**config.mk**
```make
export PLATFORM = sky130hd
export DESIGN_NAME = pc_redirect_unit_flat
export DESIGN_NICKNAME = d
export VERILOG_FILES = /design/src/rtl/pc_redirect_unit_if.sv /design/src/rtl/pc_redirect_unit.sv /design/src/flat_wrapper.sv
export SDC_FILE = /design/constraint.sdc
export NUM_CORES = 1
export LEC_CHECK = 0
export ABC_AREA = 1
export CAP_MARGIN = 5
export CORE_AREA = 5 5 164 166
export CTS_CLUSTER_DIAMETER = 40
export DETAILED_ROUTE_END_ITERATION = 10
export DIE_AREA = 0 0 169 171
export PLACE_DENSITY_LB_ADDON = 0.08
export SETUP_SLACK_MARGIN = 0.1
export SLEW_MARGIN = 20
export SYNTH_ARGS = -nofsm -noshare
export SYNTH_HDL_FRONTEND = slang
export SYNTH_SLANG_ARGS = --single-unit
```
**constraint.sdc**
```tcl
create_clock -name clk -period 8 [get_ports clk]
set_input_delay 1.6 -clock clk [delete_from_list [all_inputs] [get_ports clk]]
set_output_delay 1.6 -clock clk [all_outputs]
set_load 0.01 [all_outputs]
```
**src/rtl/pc_redirect_unit_if.sv**
```systemverilog
// Purpose: bundles the redirect sources, the fetch handshake and the status
//          outputs of pc_redirect_unit into one interface.
// Ports:   master = PC generator side (drives pc/pc_valid/squash/status),
//          slave  = environment side (drives redirects and fetch_ready).
interface pc_redirect_unit_if #(
  parameter int XLEN    = 64,
  parameter int NUM_SRC = 4,
  parameter int CNT_W   = 32
);
  localparam int SRC_W = (NUM_SRC > 1) ? $clog2(NUM_SRC) : 1;

  logic [NUM_SRC-1:0]           redir_valid;
  logic [NUM_SRC-1:0][XLEN-1:0] redir_target;
  logic                         fetch_ready;
  logic [XLEN-1:0]              pc;
  logic                         pc_valid;
  logic                         squash;
  logic                         redir_taken;
  logic [SRC_W-1:0]             redir_src;
  logic                         misaligned;
  logic [CNT_W-1:0]             redir_count;

  modport master (
    input  redir_valid, redir_target, fetch_ready,
    output pc, pc_valid, squash, redir_taken, redir_src, misaligned, redir_count
  );

  modport slave (
    output redir_valid, redir_target, fetch_ready,
    input  pc, pc_valid, squash, redir_taken, redir_src, misaligned, redir_count
  );
endinterface

```
**src/rtl/pc_redirect_unit.sv**
```systemverilog
// Purpose: fetch PC generator with prioritised N-way redirect and squash flag.
// Latency: redirect target on pc one cycle after the pulse (or after first ready).
// Backpressure: while fetch_ready=0 the pc is held and the best redirect is parked.
// Ports:   clk, resetn (async active-low), bus (pc_redirect_unit_if.master):
//          redir_valid/redir_target in, fetch_ready in, pc/pc_valid/squash out,
//          redir_taken/redir_src/misaligned pulses, redir_count saturating count.
module pc_redirect_unit #(
  parameter int              XLEN       = 64,
  parameter int              NUM_SRC    = 4,
  parameter logic [XLEN-1:0] RESET_PC   = XLEN'(64'h8000_0000),
  parameter int              INST_BYTES = 4,
  parameter int              CNT_W      = 32
) (
  input logic               clk,
  input logic               resetn,
  pc_redirect_unit_if.master bus
);
  localparam int SRC_W = (NUM_SRC > 1) ? $clog2(NUM_SRC) : 1;

  typedef enum logic [1:0] {ST_BOOT, ST_RUN, ST_PEND} state_e;

  state_e           state_q, state_d;
  logic [XLEN-1:0]  pc_q, pc_d;
  logic [XLEN-1:0]  pend_tgt_q, pend_tgt_d;
  logic [SRC_W-1:0] pend_src_q, pend_src_d;
  logic             pc_valid_q, pc_valid_d;
  logic [CNT_W-1:0] cnt_q, cnt_d;

  logic             win_vld;
  logic [SRC_W-1:0] win;
  logic [XLEN-1:0]  win_raw, win_tgt, load_tgt;
  logic             ovr;
  logic             squash, taken;
  logic [SRC_W-1:0] taken_src;

  // Arbitration: scanning from the top down leaves the lowest asserted index.
  always_comb begin
    win_vld = 1'b0;
    win     = '0;
    for (int i = NUM_SRC - 1; i >= 0; i--) begin
      if (bus.redir_valid[i]) begin
        win_vld = 1'b1;
        win     = SRC_W'(i);
      end
    end
    win_raw = bus.redir_target[win];
    win_tgt = {win_raw[XLEN-1:2], 2'b00};
    // A new redirect may replace the parked one only at equal or higher priority.
    ovr     = win_vld && (win <= pend_src_q);
  end

  // State register and datapath registers.
  always_ff @(posedge clk or negedge resetn) begin
    if (!resetn) begin
      state_q    <= ST_BOOT;
      pc_q       <= RESET_PC;
      pend_tgt_q <= '0;
      pend_src_q <= '0;
      pc_valid_q <= 1'b0;
      cnt_q      <= '0;
    end else begin
      state_q    <= state_d;
      pc_q       <= pc_d;
      pend_tgt_q <= pend_tgt_d;
      pend_src_q <= pend_src_d;
      pc_valid_q <= pc_valid_d;
      cnt_q      <= cnt_d;
    end
  end

  // Output logic: squash and redirect-taken decode.
  always_comb begin
    squash    = 1'b0;
    taken     = 1'b0;
    taken_src = win;
    load_tgt  = win_tgt;
    unique case (state_q)
      ST_BOOT: begin
        // No request is outstanding yet, so a redirect needs no squash.
        taken = win_vld;
      end
      ST_RUN: begin
        if (win_vld && bus.fetch_ready) begin
          squash = 1'b1;
          taken  = 1'b1;
        end
      end
      ST_PEND: begin
        if (bus.fetch_ready) begin
          squash = 1'b1;
          taken  = 1'b1;
          if (!ovr) begin
            taken_src = pend_src_q;
            load_tgt  = pend_tgt_q;
          end
        end
      end
      default: ;
    endcase
  end

  // Next-state logic.
  always_comb begin
    state_d    = state_q;
    pc_d       = pc_q;
    pend_tgt_d = pend_tgt_q;
    pend_src_d = pend_src_q;
    cnt_d      = cnt_q;
    unique case (state_q)
      ST_BOOT: state_d = ST_RUN;
      ST_RUN: begin
        if (win_vld && !bus.fetch_ready) begin
          state_d    = ST_PEND;
          pend_src_d = win;
          pend_tgt_d = win_tgt;
        end else if (bus.fetch_ready && !win_vld) begin
          pc_d = pc_q + XLEN'(INST_BYTES);
        end
      end
      ST_PEND: begin
        if (bus.fetch_ready) begin
          state_d = ST_RUN;
        end else if (ovr) begin
          pend_src_d = win;
          pend_tgt_d = win_tgt;
        end
      end
      default: state_d = ST_BOOT;
    endcase
    if (taken) begin
      pc_d = load_tgt;
      if (cnt_q != '1) cnt_d = cnt_q + 1'b1;
    end
    pc_valid_d = (state_d != ST_BOOT);
  end

  assign bus.pc          = pc_q;
  assign bus.pc_valid    = pc_valid_q;
  assign bus.squash      = squash;
  assign bus.redir_taken = taken;
  assign bus.redir_src   = taken_src;
  assign bus.misaligned  = win_vld && (win_raw[1:0] != 2'b00);
  assign bus.redir_count = cnt_q;
endmodule

```
**src/flat_wrapper.sv**
```systemverilog
// flat-port wrapper written by rule: the top's interface ports become plain ports
module pc_redirect_unit_flat 
#(
  parameter int              XLEN       = 64,
  parameter int              NUM_SRC    = 4,
  parameter logic [XLEN-1:0] RESET_PC   = XLEN'(64'h8000_0000),
  parameter int              INST_BYTES = 4,
  parameter int              CNT_W      = 32
)
  (clk, resetn, bus_redir_valid, bus_redir_target, bus_fetch_ready, bus_pc, bus_pc_valid, bus_squash, bus_redir_taken, bus_redir_src, bus_misaligned, bus_redir_count);
  pc_redirect_unit_if #(.XLEN(XLEN), .NUM_SRC(NUM_SRC), .CNT_W(CNT_W)) bus_i ();
  input logic clk;
  input logic resetn;
  input wire logic [$bits(bus_i.redir_valid)-1:0] bus_redir_valid;
  input wire logic [$bits(bus_i.redir_target)-1:0] bus_redir_target;
  input wire logic [$bits(bus_i.fetch_ready)-1:0] bus_fetch_ready;
  output wire logic [$bits(bus_i.pc)-1:0] bus_pc;
  output wire logic [$bits(bus_i.pc_valid)-1:0] bus_pc_valid;
  output wire logic [$bits(bus_i.squash)-1:0] bus_squash;
  output wire logic [$bits(bus_i.redir_taken)-1:0] bus_redir_taken;
  output wire logic [$bits(bus_i.redir_src)-1:0] bus_redir_src;
  output wire logic [$bits(bus_i.misaligned)-1:0] bus_misaligned;
  output wire logic [$bits(bus_i.redir_count)-1:0] bus_redir_count;
  assign bus_i.redir_valid = bus_redir_valid;
  assign bus_i.redir_target = bus_redir_target;
  assign bus_i.fetch_ready = bus_fetch_ready;
  assign bus_pc = bus_i.pc;
  assign bus_pc_valid = bus_i.pc_valid;
  assign bus_squash = bus_i.squash;
  assign bus_redir_taken = bus_i.redir_taken;
  assign bus_redir_src = bus_i.redir_src;
  assign bus_misaligned = bus_i.misaligned;
  assign bus_redir_count = bus_i.redir_count;
  pc_redirect_unit #(.XLEN(XLEN), .NUM_SRC(NUM_SRC), .RESET_PC(RESET_PC), .INST_BYTES(INST_BYTES), .CNT_W(CNT_W)) u_core (.clk(clk), .resetn(resetn), .bus(bus_i));
endmodule
```
==> results.md, run 1 <==
* Relative slew margins at 0.378
* Synth warn at 0
* Largest net degree at the start of global routing at 104
* Placement Cell Area at 0.0167 mm^2
* Share of flip-flops with an asynchronous set or reset at 1.00
* Die H at around 170 um
* Post-synth net total at 2438
* Worst slew pin tran at 0.932 ns
* Layout cell share with drive strength beyond 1 at 0.0328
* Total Power at 5.39 mW
* WS Path Type: input pin to primary output
* Peak supply drop at 205 uV
* Worst Hold Path Cells at 2
* #FFs+latches synth at 165
* Pleak at 8.17 nW
* CTS clk-pin slew, worst paths at 0.07 ns
* Max-cap violation count at 0
* Global route total overflow at 0
* Cts bufs inserted at 17
* CP endpoint kind: primary output
* Final Max Slew Viols at 0
* Post-CTS Hold Buffers at 0
* Final Cycle Share at 0.747
* Hold Path Class: flop to flop
* Post-cts gate resize count at 0
* I/O Pins at 365
* P per Cell Area at 311 mW/mm^2
* Vias in the first global route at approximately 14000
* Clock Path Buffers at 2
* Final ANT Viol Nets at 0
* H-Tree Level Count at 4
* First-pass GRT wire length at 76.2 mm
* Row count at 59
* Final hold violation count at 0
* Root Buffer: clkbuf_16
* Avg Inst Size Synth at 6.03 um^2
* Crit start category: input pin
* Vias at about 15000
* Fmax at 167 MHz
* Insertion delay to the later sink of the worst-skew pair at 0.44 ns
* WL/cell at 17.7 um
* Number of enable flip-flop cells after synthesis at 0
* Crit path DAT at 4.38 ns
* Design Area, Final at 0.0173 mm^2
* CTS tree: yes
* Post-DR vias/cell at 5.48
* Starting Density at 0.513
* Routed WL at about 50 mm
* Min cycle time layout at approximately 6 ns
* Sequential-to-total area share from yosys stat at 0.316
* Post-CTS Setup Repair Bufs at 0
* Fin nets at 2725
* Status: complete, no violations
* Synth Flop Type: dfrtp_1
* Core region area at 0.0255 mm^2
* Critical Path Fanout Max at 50
* Gr usage total at 0.332
* Synth-to-layout area growth at 32.5%
* Synth Cell Area at roughly 0.013 mm^2
* Die W at 169 um
* PortBufs at 364
* Gate count of the mapped netlist at 2167
* Clock sinks at around 170
* Setup violations, final at 0
* Unrepaired setup endpoints after global routing: no
* Initial antenna violation count at 2
* GPL Wtd Cong at 1.00
* Reg2Reg Depth at 9
* Final TNS setup at 0 ns
* First drt pass iteration count at 6
* Initial DRC Count at 1619
* Drc violations at 0
* Final setup skew at 0.0172 ns
* Data required, critical path at around 6.4 ns
* Die area at 0.0289 mm^2
* Yosys cell types at 34
* Final HPWL DP at 38.1 mm
[worst max-delay path, stage by stage]
cell and delay, ns:
clkdlybuf4s50_1 0.51, nand2_2 0.10, nand2_2 0.56, nand2_4 0.50, a21oi_1 0.25, o31ai_1 0.09, a21oi_1 0.19, clkdlybuf4s50_1 0.56
[flip-flops by register name, indices dropped and copies added, names as in the netlist]
signal / cells
u_core.bus.pc: 64
u_core.bus.pc_valid: 1
u_core.bus.redir_count: 32
u_core.pend_src_q: 2
u_core.pend_tgt_q: 64
u_core.state_q: 2
[layout make-up]
| cell class | count | area [um^2] |
|---|---|---|
| clock inverters | 15 | 180 |
| well taps | 335 | 419 |
| inverters | 154 | 579 |
| flip-flops and latches | 165 | 4130 |
| repair buffers | 376 | 3750 |
| fillers | 2325 | 8150 |
| clock buffers | 17 | 425 |
| multi-input cells | 1740 | 7830 |
| diodes | 1 | 2.50 |
[placed cells by master (no fill, tap or decap), types with 8 or more instances in the layout]
master	n
o211ai_1	8
a21oi_1	65
buf_4	11
clkdlybuf4s50_1	363
inv_1	145
nand2_2	10
nand3b_1	62
nand4_1	28
nand2_1	914
o21ai_1	40
inv_2	8
o21ai_0	36
nor3_1	21
xnor2_1	14
clkbuf_16	17
nor2_1	232
ha_1	8
dfrtp_1	164
xor2_1	24
a31oi_1	22
nand3_1	229
[worst paths after layout]
| kind | startpoint | to | slack (ns) |
|---|---|---|---|
| setup / recovery | bus_redir_valid[3] | bus_misaligned | 2.02 |
| hold / removal | u_core.pend_tgt_q[2] | u_core.pend_tgt_q[2] | 0.48 |
| setup reg to reg | u_core.state_q[0] | u_core.pend_tgt_q[49] | 4.81 |
| hold reg to reg | u_core.pend_tgt_q[2] | u_core.pend_tgt_q[2] | 0.48 |
| max in group asynchronous | resetn | u_core.pend_tgt_q[58] | 5.43 |
| min in group asynchronous | resetn | u_core.bus.pc[21] | 1.02 |
[routing by layer]
layer,GRT usage,vias up,part of all wire
met2,0.513,725,0.45
met5,0,-,0.00028
li1,-,7482,-
met4,0.111,2,0.030
met1,0.457,7062,0.42
met3,0.0832,83,0.10
[synth_stat cells (14+ instances only)]
cell type | n | area (um^2)
dfrtp_1 | 164 | 4100
buf_4 | 18 | 135
a21oi_1 | 65 | 325
buf_2 | 44 | 220
o21ai_0 | 36 | 180
nand2_1 | 916 | 3440
o21ai_1 | 40 | 200
nor3_1 | 21 | 105
nor2_1 | 232 | 871
xnor2_1 | 14 | 123
nand4_1 | 28 | 175
nand3b_1 | 62 | 465
xor2_1 | 24 | 210
a31oi_1 | 22 | 138
inv_1 | 145 | 544
clkbuf_1 | 35 | 131
nand3_1 | 229 | 1150
[logic make-up (layout without fill, tap and decap cells)]
| family | Yosys count | after routing | synth area share |
|---|---|---|---|
| AND/OR/NAND/NOR | 1514 | 1514 | 0.490 |
| buffers and inverters | 262 | 562 | 0.0869 |
| AO/OA/AOI/OAI | 180 | 180 | 0.0745 |
| flip-flops | 165 | 165 | 0.316 |
| XOR/XNOR | 38 | 38 | 0.0255 |
| adder cells (fa/ha/maj) | 8 | 8 | 0.00766 |
| other | 0 | 1 | 0 |
[power by group]
part / total, mW / switching (mW) / internal [mW]
logic: 2.89 / 1.80 / 1.09
registers: 1.65 / 0.444 / 1.20
clock network: 0.859 / 0.409 / 0.450
total: 5.39 / 2.66 / 2.74
[per-stage QoR]
step	setup WS, ns	hold WS, ns	cells	util
floorplan	2.84	0.442	2167	-
global placement	2.13	0.454	2769	0.655
detailed placement	2.05	0.459	2769	0.655
CTS	2.05	0.476	2801	0.679
global route	1.84	0.506	2802	0.680
finish	2.02	0.479	2803	0.680
(Power assumes the default switching activity.)
==> inputs of run 2 (changes only) <==
--- a/config.mk
+++ b/config.mk
@@ -7,10 +7,10 @@
 export LEC_CHECK = 0
 export ABC_AREA = 1
 export CAP_MARGIN = 5
-export CORE_AREA = 5 5 164 166
+export CORE_AREA = 5 5 168 170
 export CTS_CLUSTER_DIAMETER = 40
 export DETAILED_ROUTE_END_ITERATION = 10
-export DIE_AREA = 0 0 169 171
+export DIE_AREA = 0 0 173 175
 export PLACE_DENSITY_LB_ADDON = 0.08
 export SETUP_SLACK_MARGIN = 0.1
 export SLEW_MARGIN = 20
==> constraint.sdc (replaced) <==
create_clock -name clk -period 6 [get_ports clk]
set_input_delay 1.2 -clock clk [delete_from_list [all_inputs] [get_ports clk]]
set_output_delay 1.2 -clock clk [all_outputs]
set_load 0.01 [all_outputs]
==> results.md, run 2 (same netlist as run 1, synthesis figures left out) <==
* Setup violations, final at 0
* PortBufs at 364
* Data required, critical path at around 4.8 ns
* Core region area at roughly 0.027 mm^2
* Max-cap violation count at 0
* Clock Path Buffers at 2
* Post-cts gate resize count at 0
* CP endpoint: bus_misaligned
* Pleak at 8.17 nW
* Hold Path Class: flop to flop
* Total Power at a little over 7 mW
* Placed insts at 2778
* Number of antenna diodes at 0
* Cts bufs inserted at 17
* Die area at 0.0303 mm^2
* CP endpoint kind: primary output
* Commonest non-fill, non-tap cell in the layout: nand2_1
* Final setup skew at around 0.015 ns
* Max incr delay on CP at 0.56 ns
* Insertion delay to the later sink of the worst-skew pair at 0.44 ns
* H-Tree Level Count at 4
* Min cycle time layout at between 5 and 6 ns
* Largest net degree at the start of global routing at 88
* Clock sinks at ~170
* CP max stage cell: clkdlybuf4s50_1
* CTS tree: yes
* Gr usage total at 0.321
* Global route total overflow at 0
* I/O Pins at 365
* First-pass GRT wire length at a little under 80 mm
* Row count at 60
* Routed WL at 50.6 mm
* Final HPWL DP at 39.0 mm
* Synth-to-layout area growth at 32.6%
* WS Path Type: input pin to primary output
* Relative slew margins at 0.366
* Post-DR vias/cell at between 5 and 6
* Post-CTS Setup Repair Bufs at 0
* Crit path DAT at 3.92 ns
* Die H at 175 um
* Final Non-Filler Cells at 2809
* WL/cell at ~18 um
* Reg2Reg Launch Point: u_core.state_q[0]
* Final Core Density at 0.652
* Most frequent cells in the layout: nand2_1 (914), clkdlybuf4s50_1 (363), nor2_1 (232)
* Levels on crit path at 8
* Vias at around 15000
* CP startpoint: bus_redir_valid[3]
* Root Buffer: clkbuf_16
* Final Cycle Share at 0.854
* Worst setup margin at 0.875 ns
* Unrepaired setup endpoints after global routing: no
* CTS clk-pin slew, worst paths at 0.07 ns
* Fin nets at 2727
* Post-CTS Hold Buffers at 0
* Critical Path Fanout Max at 52
* Status: complete, no violations
* Drc violations at 0
* First drt pass iteration count at 6
* Crit start category: input pin
* Buf/Inv on CP at 2
* Reg2Reg Depth at 10
* Final TNS setup at 0 ns
* Final ANT Viol Nets at 0
* Crit-path cells: clkdlybuf4s50_1, nand2_2, nand2_2, nand2_4, a21oi_1, o31ai_1, a21oi_1, clkdlybuf4s50_1
* Vias in the first global route at 14000
* Peak supply drop at approximately 270 uV
* Filler cell count in the final layout at roughly 2500
* Fmax at about 200 MHz
* Worst slew pin tran at roughly 0.95 ns
* Final Max Slew Viols at 0
* P per Cell Area at 418 mW/mm^2
* Starting Density at 0.492
* Final hold violation count at 0
* GPL Wtd Cong at 1.02
* Layout cell share with drive strength beyond 1 at 0.0328
* Flop2flop setup slack at 2.83 ns
* Die W at 173 um
* Initial DRC Count at 1716
* Reg2reg end: u_core.pend_tgt_q[47]
* Pre-CTS WS at 0.908 ns
* Initial antenna violation count at 0
* Crit-path leading delay family: simple AND/OR/NAND/NOR gates
run 2: changes by cell type in the layout (fill, tap and decap cells not counted), moves of 2 or more:
cell,delta
clkinv_8,-3
inv_8,-3
buf_4,+2
bufinv_16,+2
clkinv_4,+2
clkinvlp_4,+2
inv_6,-2
run 2: tightest hold or removal path: stages (launching register included):
cell and delay [ns]:
dfrtp_1 0.35, nand2_1 0.05, nand2_1 0.05
run 2: power breakdown:
part / total, mW / internal [mW] / leakage, nW / switching [mW]
clock: 1.16 / 0.660 / 0.285 / 0.499
sequential: 2.20 / 1.60 / 1.99 / 0.600
combinational: 3.88 / 1.45 / 5.89 / 2.43
run 2: layout make-up:
| type | instances | area, um^2 | share of cell area |
|---|---|---|---|
| timing repair buffer | 378 | 3760 | 0.217 |
| tap | 341 | 427 | 0.0246 |
| sequential | 165 | 4130 | 0.238 |
| clock inverter | 13 | 173 | 0.00996 |
| multi-input combinational | 1740 | 7840 | 0.452 |
| inverter | 154 | 579 | 0.0334 |
| clock buffer | 18 | 429 | 0.0248 |
run 2: metrics by stage:
stage	hold slack, ns	instance area [um^2]
2_1_floorplan	0.442	13100
5_1_grt	0.500	17300
4_1_cts	0.475	17300
3_5_place_dp	0.459	16700
3_3_place_gp	0.454	16700
6_report	0.479	17300
run 2: how the worst min path moves through the flow:
stage / startpoint / end / slack [ns] / cells past startpoint
after floorplan: u_core.pend_tgt_q[2] / u_core.pend_tgt_q[2] / 0.44 / 2
after global placement: u_core.pend_tgt_q[2] / u_core.pend_tgt_q[2] / 0.45 / 2
after detailed placement: u_core.pend_tgt_q[3] / u_core.pend_tgt_q[3] / 0.46 / 2
after CTS: u_core.pend_tgt_q[3] / u_core.pend_tgt_q[3] / 0.47 / 2
after global routing: u_core.pend_tgt_q[42] / u_core.pend_tgt_q[42] / 0.50 / 2
final: u_core.pend_tgt_q[3] / u_core.pend_tgt_q[3] / 0.48 / 2
run 2: per-layer routing:
metal  share of wire  GRT usage  vias to the layer above
met1            0.43      0.449                     7090
met5               0          0                        -
met3           0.097     0.0649                       77
li1                -          -                     7481
met2            0.46      0.510                      745
met4           0.022     0.0841                        0
==> inputs of run 3 (changes only) <==
--- a/config.mk
+++ b/config.mk
@@ -9,8 +9,10 @@
 export CAP_MARGIN = 5
 export CORE_AREA = 5 5 168 170
 export CTS_CLUSTER_DIAMETER = 40
+export CTS_CLUSTER_SIZE = 25
 export DETAILED_ROUTE_END_ITERATION = 10
 export DIE_AREA = 0 0 173 175
+export MAX_ROUTING_LAYER = met4
 export PLACE_DENSITY_LB_ADDON = 0.08
 export SETUP_SLACK_MARGIN = 0.1
 export SLEW_MARGIN = 20
==> results.md, run 3 (same netlist as run 1, synthesis figures left out) <==
* Status: complete, no violations
* Post-DR vias/cell at 5.48
* Routed WL at around 51 mm
* First drt pass iteration count at 7
* Row count at 60
* Vias in the first global route at 14400
* Relative slew margins at 0.307
* Hold Path Class: flop to flop
* Synth-to-layout area growth at 32.2%
* Design Area, Final at approximately 0.017 mm^2
* Crit start category: input pin
* Max incr delay on CP at 0.56 ns
* Final hold violation count at 0
* PortBufs at between 300 and 400
* Critical Path Fanout Max at 63
* CP max stage cell: clkdlybuf4s50_1
* Number of antenna diodes at 0
* Data required, critical path at 4.80 ns
* Worst setup margin at 1.01 ns
* Pleak at ~8 nW
* Peak supply drop at ~340 uV
* Crit-path cells: clkdlybuf4s50_1, nand2_2, nand2_2, buf_4, nand2_4, a21oi_1, o31ai_1, a21oi_1, clkdlybuf4s50_1
* Worst slew pin tran at 1.04 ns
* Initial DRC Count at 1847
* P per Cell Area at 415 mW/mm^2
* CTS tree: yes
* Final TNS setup at 0 ns
* CTS clk-pin slew, worst paths at 0.06 ns
* GPL Wtd Cong at roughly 1.0
* WL/cell at roughly 18 um
* Die area at 0.0303 mm^2
* H-Tree Level Count at 4
* Fin nets at about 2700
* WS Path Type: input pin to primary output
* I/O Pins at around 370
* Die H at 175 um
* Clock sinks at 165
* Post-CTS Hold Buffers at 0
* Final Non-Filler Cells at 2809
* Drc violations at 0
* Max-cap violation count at 0
* Gr usage total at 0.334
* Cts bufs inserted at 17
* Starting Density at 0.492
* Commonest non-fill, non-tap cell in the layout: nand2_1
* Final Cycle Share at 0.832
* Final HPWL DP at 39.3 mm
* Root Buffer: clkbuf_16
* Final ANT Viol Nets at 0
* Core region area at roughly 0.027 mm^2
* Min cycle time layout at 4.99 ns
* Fmax at 200 MHz
* Final Max Slew Viols at 0
* Post-CTS Setup Repair Bufs at 0
* Vias at 15400
* Die W at 173 um
* Layout cell share with drive strength beyond 1 at 0.0332
* Crit-path leading delay family: buffers and inverters
* CP endpoint kind: primary output
* Buf/Inv on CP at 3
* Pre-CTS WS at about 1.0 ns
* Largest net degree at the start of global routing at 80
* Placement Cell Area at 0.0167 mm^2
* Placed insts at 2779
* Setup violations, final at 0
* Crit path DAT at 3.79 ns
* Final setup skew at 0.0184 ns
* Post-cts gate resize count at 0
* Insertion delay to the later sink of the worst-skew pair at 0.44 ns
* Most frequent cells in the layout: nand2_1 (914), clkdlybuf4s50_1 (363), nor2_1 (232)
* Clock Path Buffers at 2
* Final Core Density at 0.650
* Global route total overflow at 0
* Unrepaired setup endpoints after global routing: no
* First-pass GRT wire length at 79.1 mm
* Initial antenna violation count at 0
## run 3: power breakdown
| part | internal (mW) | total (mW) | switching, mW |
|---|---|---|---|
| combinational | 1.45 | 3.87 | 2.42 |
| clock | 0.586 | 1.08 | 0.493 |
| sequential | 1.60 | 2.22 | 0.615 |
## run 3: final timing paths
kind	from	end	slack, ns	cells after the start
max in group asynchronous	resetn	u_core.bus.redir_count[30]	4.06	2
hold reg to reg	u_core.pend_tgt_q[3]	u_core.pend_tgt_q[3]	0.48	2
hold / removal	u_core.pend_tgt_q[3]	u_core.pend_tgt_q[3]	0.48	2
setup reg to reg	u_core.state_q[0]	u_core.bus.redir_count[9]	2.42	11
min in group asynchronous	resetn	u_core.bus.pc[21]	0.74	1
setup / recovery	bus_redir_valid[3]	bus_misaligned	1.01	9
## run 3: through the flow
stage               total power, mW  hold WS [ns]
finish                         7.17         0.476
global route                   7.69         0.495
CTS                            7.11         0.474
detailed placement             6.02         0.459
global placement               5.92         0.455
floorplan                      4.49         0.442
## run 3: metal layers
layer  global-route usage  wire (um)  vias to the layer above
met5                    -          0                        -
met4               0.0801       1050                        0
met3               0.0537       4420                       69
met2                0.521      23600                      739
met1                0.458      21900                     7114
li1                     -          -                     7484
## run 3: worst reg2reg max path: stages, from the launching register on
cell and delay [ns]:
dfrtp_1 0.46, inv_1 0.16, ha_1 0.32, nand2_2 0.17
nand3_2 0.15, nand2_2 0.07, inv_2 0.05, buf_4 0.62
nand2_2 0.61, inv_2 0.58, nand2_1 0.13, xor2_1 0.16
## run 3: layout make-up
class                           instances  area, um^2
Clock buffer                           18         439
Sequential cell                       165        4130
Inverter                              154         579
Timing Repair Buffer                  379        3760
Clock inverter                         12         119
Fill cell                            2499        9290
Multi-Input combinational cell       1740        7840
Tap cell                              341         427
